**config.mk**
```make
export PLATFORM = sky130hd
export DESIGN_NAME = ccff_bitstream_loader
export DESIGN_NICKNAME = d
export VERILOG_FILES = /design/src/rtl/ccff_loader_pkg.sv /design/src/rtl/ccff_bitstream_loader.sv
export SDC_FILE = /design/constraint.sdc
export NUM_CORES = 1
export LEC_CHECK = 0
export ABC_AREA = 0
export BUFFER_PORTS_ARGS = -buffer_cell sky130_fd_sc_hd__buf_2
export CAP_MARGIN = 20
export CORE_MARGIN = 1.5
export CORE_UTILIZATION = 40
export CTS_BUF_LIST = sky130_fd_sc_hd__clkbuf_8
export CTS_CLUSTER_DIAMETER = 120
export CTS_CLUSTER_SIZE = 14
export DETAILED_ROUTE_END_ITERATION = 7
export HOLD_SLACK_MARGIN = 0.08
export PLACE_DENSITY_LB_ADDON = 0.08
export REMOVE_ABC_BUFFERS = 1
export SYNTH_ARGS = -nofsm -noshare
export SYNTH_HDL_FRONTEND = slang
export SYNTH_SLANG_ARGS = --single-unit
```
**constraint.sdc**
```tcl
create_clock -name prog_clk -period 2.1 [get_ports prog_clk]
set_input_delay 0.21 -clock prog_clk [delete_from_list [all_inputs] [get_ports prog_clk]]
set_output_delay 0.21 -clock prog_clk [all_outputs]
set_load 0.02 [all_outputs]
```
**src/rtl/ccff_loader_pkg.sv**
```systemverilog
// Shared types and helpers for the configuration-chain bitstream loader.
package ccff_loader_pkg;

  typedef enum logic [1:0] {
    IDLE  = 2'd0,
    LOAD  = 2'd1,
    SHIFT = 2'd2,
    DONE  = 2'd3
  } state_e;

  // Width of a counter that must hold every value from 0 up to n inclusive.
  function automatic int calc_cnt_w(input int n);
    return $clog2(n + 1);
  endfunction

endpackage

```
**src/rtl/ccff_bitstream_loader.sv**
```systemverilog
// Parallel-to-serial loader for a ccff_head -> ccff_tail configuration chain.
// Words arrive over valid/ready and leave LSB-first on ccff_head; the chain
// only advances on cycles where ccff_clk_en is high, so it holds while the
// source stalls. Bits falling off ccff_tail are folded into tail_parity.
module ccff_bitstream_loader
  import ccff_loader_pkg::*;
#(
  parameter int  DATA_W    = 32,
  parameter int  CHAIN_LEN = 800,
  localparam int CNT_W     = calc_cnt_w(CHAIN_LEN)
) (
  input  logic              prog_clk,
  input  logic              prog_reset_n,
  input  logic              start,
  input  logic [DATA_W-1:0] in_data,
  input  logic              in_valid,
  output logic              in_ready,
  output logic              ccff_head,
  output logic              ccff_clk_en,
  input  logic              ccff_tail,
  output logic              busy,
  output logic              done,
  output logic [CNT_W-1:0]  bits_left,
  output logic              tail_parity
);

  // word_cnt never exceeds DATA_W
  localparam int WC_W = calc_cnt_w(DATA_W);

  state_e            state;
  logic [DATA_W-1:0] shreg;      // bits of the current word still behind ccff_head
  logic [WC_W-1:0]   word_cnt;   // shifts remaining in the current word

  // Only the low bits_left bits of the final word are ever shifted out.
  logic [WC_W-1:0] word_take;
  always_comb begin
    word_take = WC_W'(DATA_W);
    if (int'(bits_left) < DATA_W) word_take = WC_W'(bits_left);
  end

  // Loader FSM; every output is a register so the chain sees glitch-free
  // data and clock-enable for the whole cycle.
  always_ff @(posedge prog_clk) begin
    if (!prog_reset_n) begin
      state       <= IDLE;
      in_ready    <= 1'b0;
      ccff_head   <= 1'b0;
      ccff_clk_en <= 1'b0;
      busy        <= 1'b0;
      done        <= 1'b0;
      bits_left   <= '0;
      tail_parity <= 1'b0;
      shreg       <= '0;
      word_cnt    <= '0;
    end else begin
      done <= 1'b0;
      case (state)
        IDLE: begin
          if (start) begin
            state       <= LOAD;
            in_ready    <= 1'b1;
            busy        <= 1'b1;
            bits_left   <= CNT_W'(CHAIN_LEN);
            tail_parity <= 1'b0;
          end
        end
        LOAD: begin
          // in_ready is high for the whole LOAD state, so valid alone completes the handshake
          if (in_valid) begin
            state       <= SHIFT;
            in_ready    <= 1'b0;
            ccff_clk_en <= 1'b1;
            ccff_head   <= in_data[0];
            shreg       <= in_data >> 1;
            word_cnt    <= word_take;
          end
        end
        SHIFT: begin
          // ccff_tail is the bit the chain displaces at this same gated edge
          tail_parity <= tail_parity ^ ccff_tail;
          if (bits_left != '0) bits_left <= bits_left - CNT_W'(1);
          word_cnt <= word_cnt - WC_W'(1);
          if (word_cnt <= WC_W'(1)) begin
            // last bit of this word is on ccff_head now; park the chain
            ccff_clk_en <= 1'b0;
            ccff_head   <= 1'b0;
            shreg       <= '0;
            if (bits_left <= CNT_W'(1)) begin
              state <= DONE;
              done  <= 1'b1;
            end else begin
              state    <= LOAD;
              in_ready <= 1'b1;
            end
          end else begin
            ccff_head <= shreg[0];
            shreg     <= shreg >> 1;
          end
        end
        DONE: begin
          state <= IDLE;
          busy  <= 1'b0;
        end
        default: state <= IDLE;
      endcase
    end
  end

endmodule

```
==> impl_metrics.py <==
metrics = {
    "status": {
        "run_status": "finished, final reports clean",
    },
    "clocking": {
        "root_buffer": "clkbuf_8",
        "cts-buffers-inserted": 5,
        "worst_setup_hold_path_clk_slew_ns": 0.10,
        "clockBufferDepth": 2,
        "htree_num_levels": 2,
        "numClockSinks": 55,
        "cts-resized-gates": 0,
        "postCtsHoldBufs": 0,
        "clk-insertion-delay-late_ns": 0.30,
        "tritoncts": "built",
        "cts_setup_buffers": 0,
    },
    "logic_synthesis": {
        "post_synth_inst_count": 320,
        "synth_mux_area_frac": 0.132,
        "synth_area_um2": 2740,
        "synth_top_family_by_area": "simple AND/OR/NAND/NOR gates",
        "synthesis.yosys.warnings": 0,
        "synth-seq-cells": 55,
        "xor_xnor_portion_of_the_synthesized_cell_area": 0.00960,
        "synth_async_sr_flop_share": 0,
        "synthAdderAreaFrac": 0.0183,
        "synth_enable_flop_cells": 0,
        "synth_simple_gate_area_frac": 0.234,
        "number_of_distinct_library_cells_after_synthesis": 57,
        "synth.avg_cell_area_um2": 8.56,
        "synth_ff_type": "dfxtp_1",
        "fraction_of_the_mapped_netlist_area_in_compound_gates": 0.162,
        "synth_seq_area_share": 0.402,
    },
    "drt": {
        "routedWlPerCell_um": 14.0,
        "final_routed_wirelength_across_all_metal_layers_mm": 6.23,
        "antenna_left": 0,
        "detail_route.iter0.violations": 113,
        "dr.pass1.iters": 4,
        "drc": 0,
        "viasPerCell": 5.32,
        "num_vias": 2361,
    },
    "flow_run": {
        "drv.max_cap_violation_count": 0,
    },
    "die": {
        "start_util": 0.421,
        "placeableCoreArea_um2": 6490,
        "fp.dieW_um": 85.7,
        "die_area_um2": 7350,
        "pin_count": 53,
        "rows": 29,
        "die-height_um": 85.7,
    },
    "timing": {
        "period_needed_ns": 1.76,
        "timing_hold_violations_final": 0,
        "setup_viol": 0,
        "final.setup_skew_ns": 0.00526,
        "grt_setup_unrepaired": "false",
        "fin_crit_sh": 0.839,
        "timing.fmax_mhz": 567,
        "worst-slew-pin-transition_ns": 0.489,
        "final-max-slew-violation-count": 0,
        "worst_relative_slew_slack": 0.674,
        "hold-worst-slack_ns": 0.155,
    },
    "critical_path": {
        "critical_setup_path_class": "register to register",
        "critical_path.endpoint_type": "register",
        "path_max_fanout": 4,
        "cell_type_of_the_slowest_stage_on_the_worst_timing_path": "or3b_2",
        "required_ns": 2.28,
        "worst_setup_path_start_kind": "register",
        "slowest_cell_delay_on_critical_path_ns": 0.49,
        "cp_data_arrival_time_ns": 1.94,
        "timing.critical_path.max_delay_family": "simple AND/OR/NAND/NOR gates",
        "worst-path-buf-inv": 1,
        "crit_chain": "inv_1, ha_1, or3b_2, o211ai_1, xor2_1, a21oi_1",
    },
    "grt": {
        "grt_antenna_before_repair": 0,
        "globalRouteTotalUtil": 0.177,
        "number_of_global_route_vias_before_repair": 2131,
        "global_route_wire_length_before_repair_mm": 10.5,
        "grt_overflow": 0,
        "grt_max_degree": 42,
    },
    "cells_and_area": {
        "nNetsFinal": 409,
        "layout.cell_area.non_filler_um2": 3180,
        "synthesis_to_finish_area_growth_pct": 16.0,
        "share_of_post_route_cells_with_drive_strength_above_1": 0.229,
        "post_route_non_filler_standard_cell_count": 444,
        "antenna-diode-count": 0,
    },
    "placement": {
        "place.detailed.instances": 438,
        "port_buffers": 52,
        "dp.final_hpwl_mm": 4.27,
        "globalplace.congestion": 0.833,
        "placedInstanceArea_um2": 3100,
    },
    "power": {
        "fin_total_pwr_uw": 2200,
        "ir_worst_vdd_v": 0.000287,
        "internal_power_uw": 1540,
        "power_frac_comb": 0.215,
        "p_switching_uw": 652,
        "pwr-share-clk": 0.253,
        "seqPwrFrac": 0.532,
        "p_per_area_nw_per_um2": 691,
        "total_leakage_power_uw": 0.00125,
        "switching_share": 0.297,
    },
    "worst_hold_path": {
        "worst_hold_path_type": "primary input to register",
    },
}
[worst register-to-register path, stage by stage, from the launching register on]
cell and delay [ns]:
dfxtp_1 0.36, inv_1 0.12, ha_1 0.21, or3b_2 0.49
o211ai_1 0.22, xor2_1 0.17, a21oi_1 0.08
[registers in the layout, summed over array words and instances, names as in the netlist]
| name | count |
|---|---|
| bits_left | 10 |
| busy | 1 |
| ccff_clk_en | 1 |
| ccff_head | 1 |
| done | 1 |
| in_ready | 1 |
| shreg | 31 |
| state | 2 |
| tail_parity | 1 |
| word_cnt | 6 |
[power by group through the flow]
stage | logic [µW] | clock network [µW] | registers, µW
6_report | 471 | 556 | 1170
5_1_grt | 527 | 628 | 1180
4_1_cts | 476 | 579 | 1170
3_5_place_dp | 475 | 0 | 1190
3_3_place_gp | 472 | 0 | 1190
2_1_floorplan | 291 | 0 | 1210
[metrics by stage]
stage          utilization  setup TNS (ns)  setup slack, ns
6_report             0.489               0            0.337
5_1_grt              0.489               0            0.180
4_1_cts              0.489               0            0.337
3_5_place_dp         0.477               0            0.356
3_3_place_gp         0.477               0            0.374
2_1_floorplan            -           -4.47           -0.173
[cell families (layout without fill, tap and decap cells)]
kind of cell | after synthesis | after routing
AOI/OAI and AO/OA | 71 | 71
xor gates and xnor gates | 3 | 3
adders and majority gates | 4 | 4
buffers and inverters | 27 | 74
DFF | 55 | 55
muxes | 32 | 32
and+or+nand+nor | 128 | 128
[layer usage]
metal / vias up / routed length [µm] / GRT usage
met2: 56 / 2770 / 0.279
met5: - / 0 / 0
met1: 1084 / 3150 / 0.249
met3: 6 / 242 / 0.0337
li1: 1215 / - / -
met4: 0 / 61 / 0.0440
[cells in the mapped netlist (2+ instances only)]
cell type | instances | area share
nand2_1 | 73 | 0.10
dfxtp_1 | 55 | 0.40
a21oi_1 | 42 | 0.077
mux2_1 | 30 | 0.12
clkbuf_1 | 13 | 0.018
nor2_1 | 10 | 0.014
nand3_1 | 9 | 0.016
nor3_1 | 6 | 0.011
inv_1 | 5 | 0.0069
o21ai_0 | 5 | 0.0091
a31oi_1 | 4 | 0.0091
buf_2 | 4 | 0.0073
ha_1 | 4 | 0.018
buf_4 | 3 | 0.0082
nand3b_1 | 3 | 0.0082
nor2b_1 | 3 | 0.0069
a211oi_1 | 2 | 0.0055
mux2_2 | 2 | 0.0082
nand2b_1 | 2 | 0.0046
nor3_2 | 2 | 0.0073
o21a_1 | 2 | 0.0055
o21ba_2 | 2 | 0.0073
o311ai_0 | 2 | 0.0064
or3_1 | 2 | 0.0046
or4_1 | 2 | 0.0055
xor2_1 | 2 | 0.0064
[area by class of cell]
type	instances	area, µm²
Clock inverter	1	7.51
Fill cell	662	3320
Tap cell	77	96.3
Clock buffer	5	68.8
Multi-Input combinational cell	238	1520
Timing Repair Buffer	62	360
Sequential cell	55	1100
Inverter	6	22.5
[cells in the final DEF, fill, tap and decap left out, types with 2 or more instances in the layout]
master	count
a211oi_1	2
a21oi_1	42
a31oi_1	4
buf_12	2
buf_2	52
buf_4	8
clkbuf_8	5
dfxtp_1	55
ha_1	4
inv_1	5
mux2_1	30
mux2_2	2
nand2_1	73
nand2b_1	2
nand3_1	9
nand3b_1	3
nor2_1	10
nor2b_1	3
nor3_1	6
nor3_2	2
o21a_1	2
o21ai_0	5
o21ba_2	2
o311ai_0	2
or3_1	2
or4_1	2
xor2_1	2
[final timing paths]
check | endpoint | slack [ns] | start | cells after the start
worst max-delay path | bits_left[5]$_SDFFE_PN0P_ | 0.34 | bits_left[1]$_SDFFE_PN0P_ | 6
worst min-delay path | shreg[30]$_SDFFE_PN0P_ | 0.15 | in_data[31] | 3
worst max register to register | bits_left[5]$_SDFFE_PN0P_ | 0.34 | bits_left[1]$_SDFFE_PN0P_ | 6
worst min register to register | shreg[12]$_SDFFE_PN0P_ | 0.45 | shreg[13]$_SDFFE_PN0P_ | 2
Note: power is estimated with default switching activity, not from simulation.
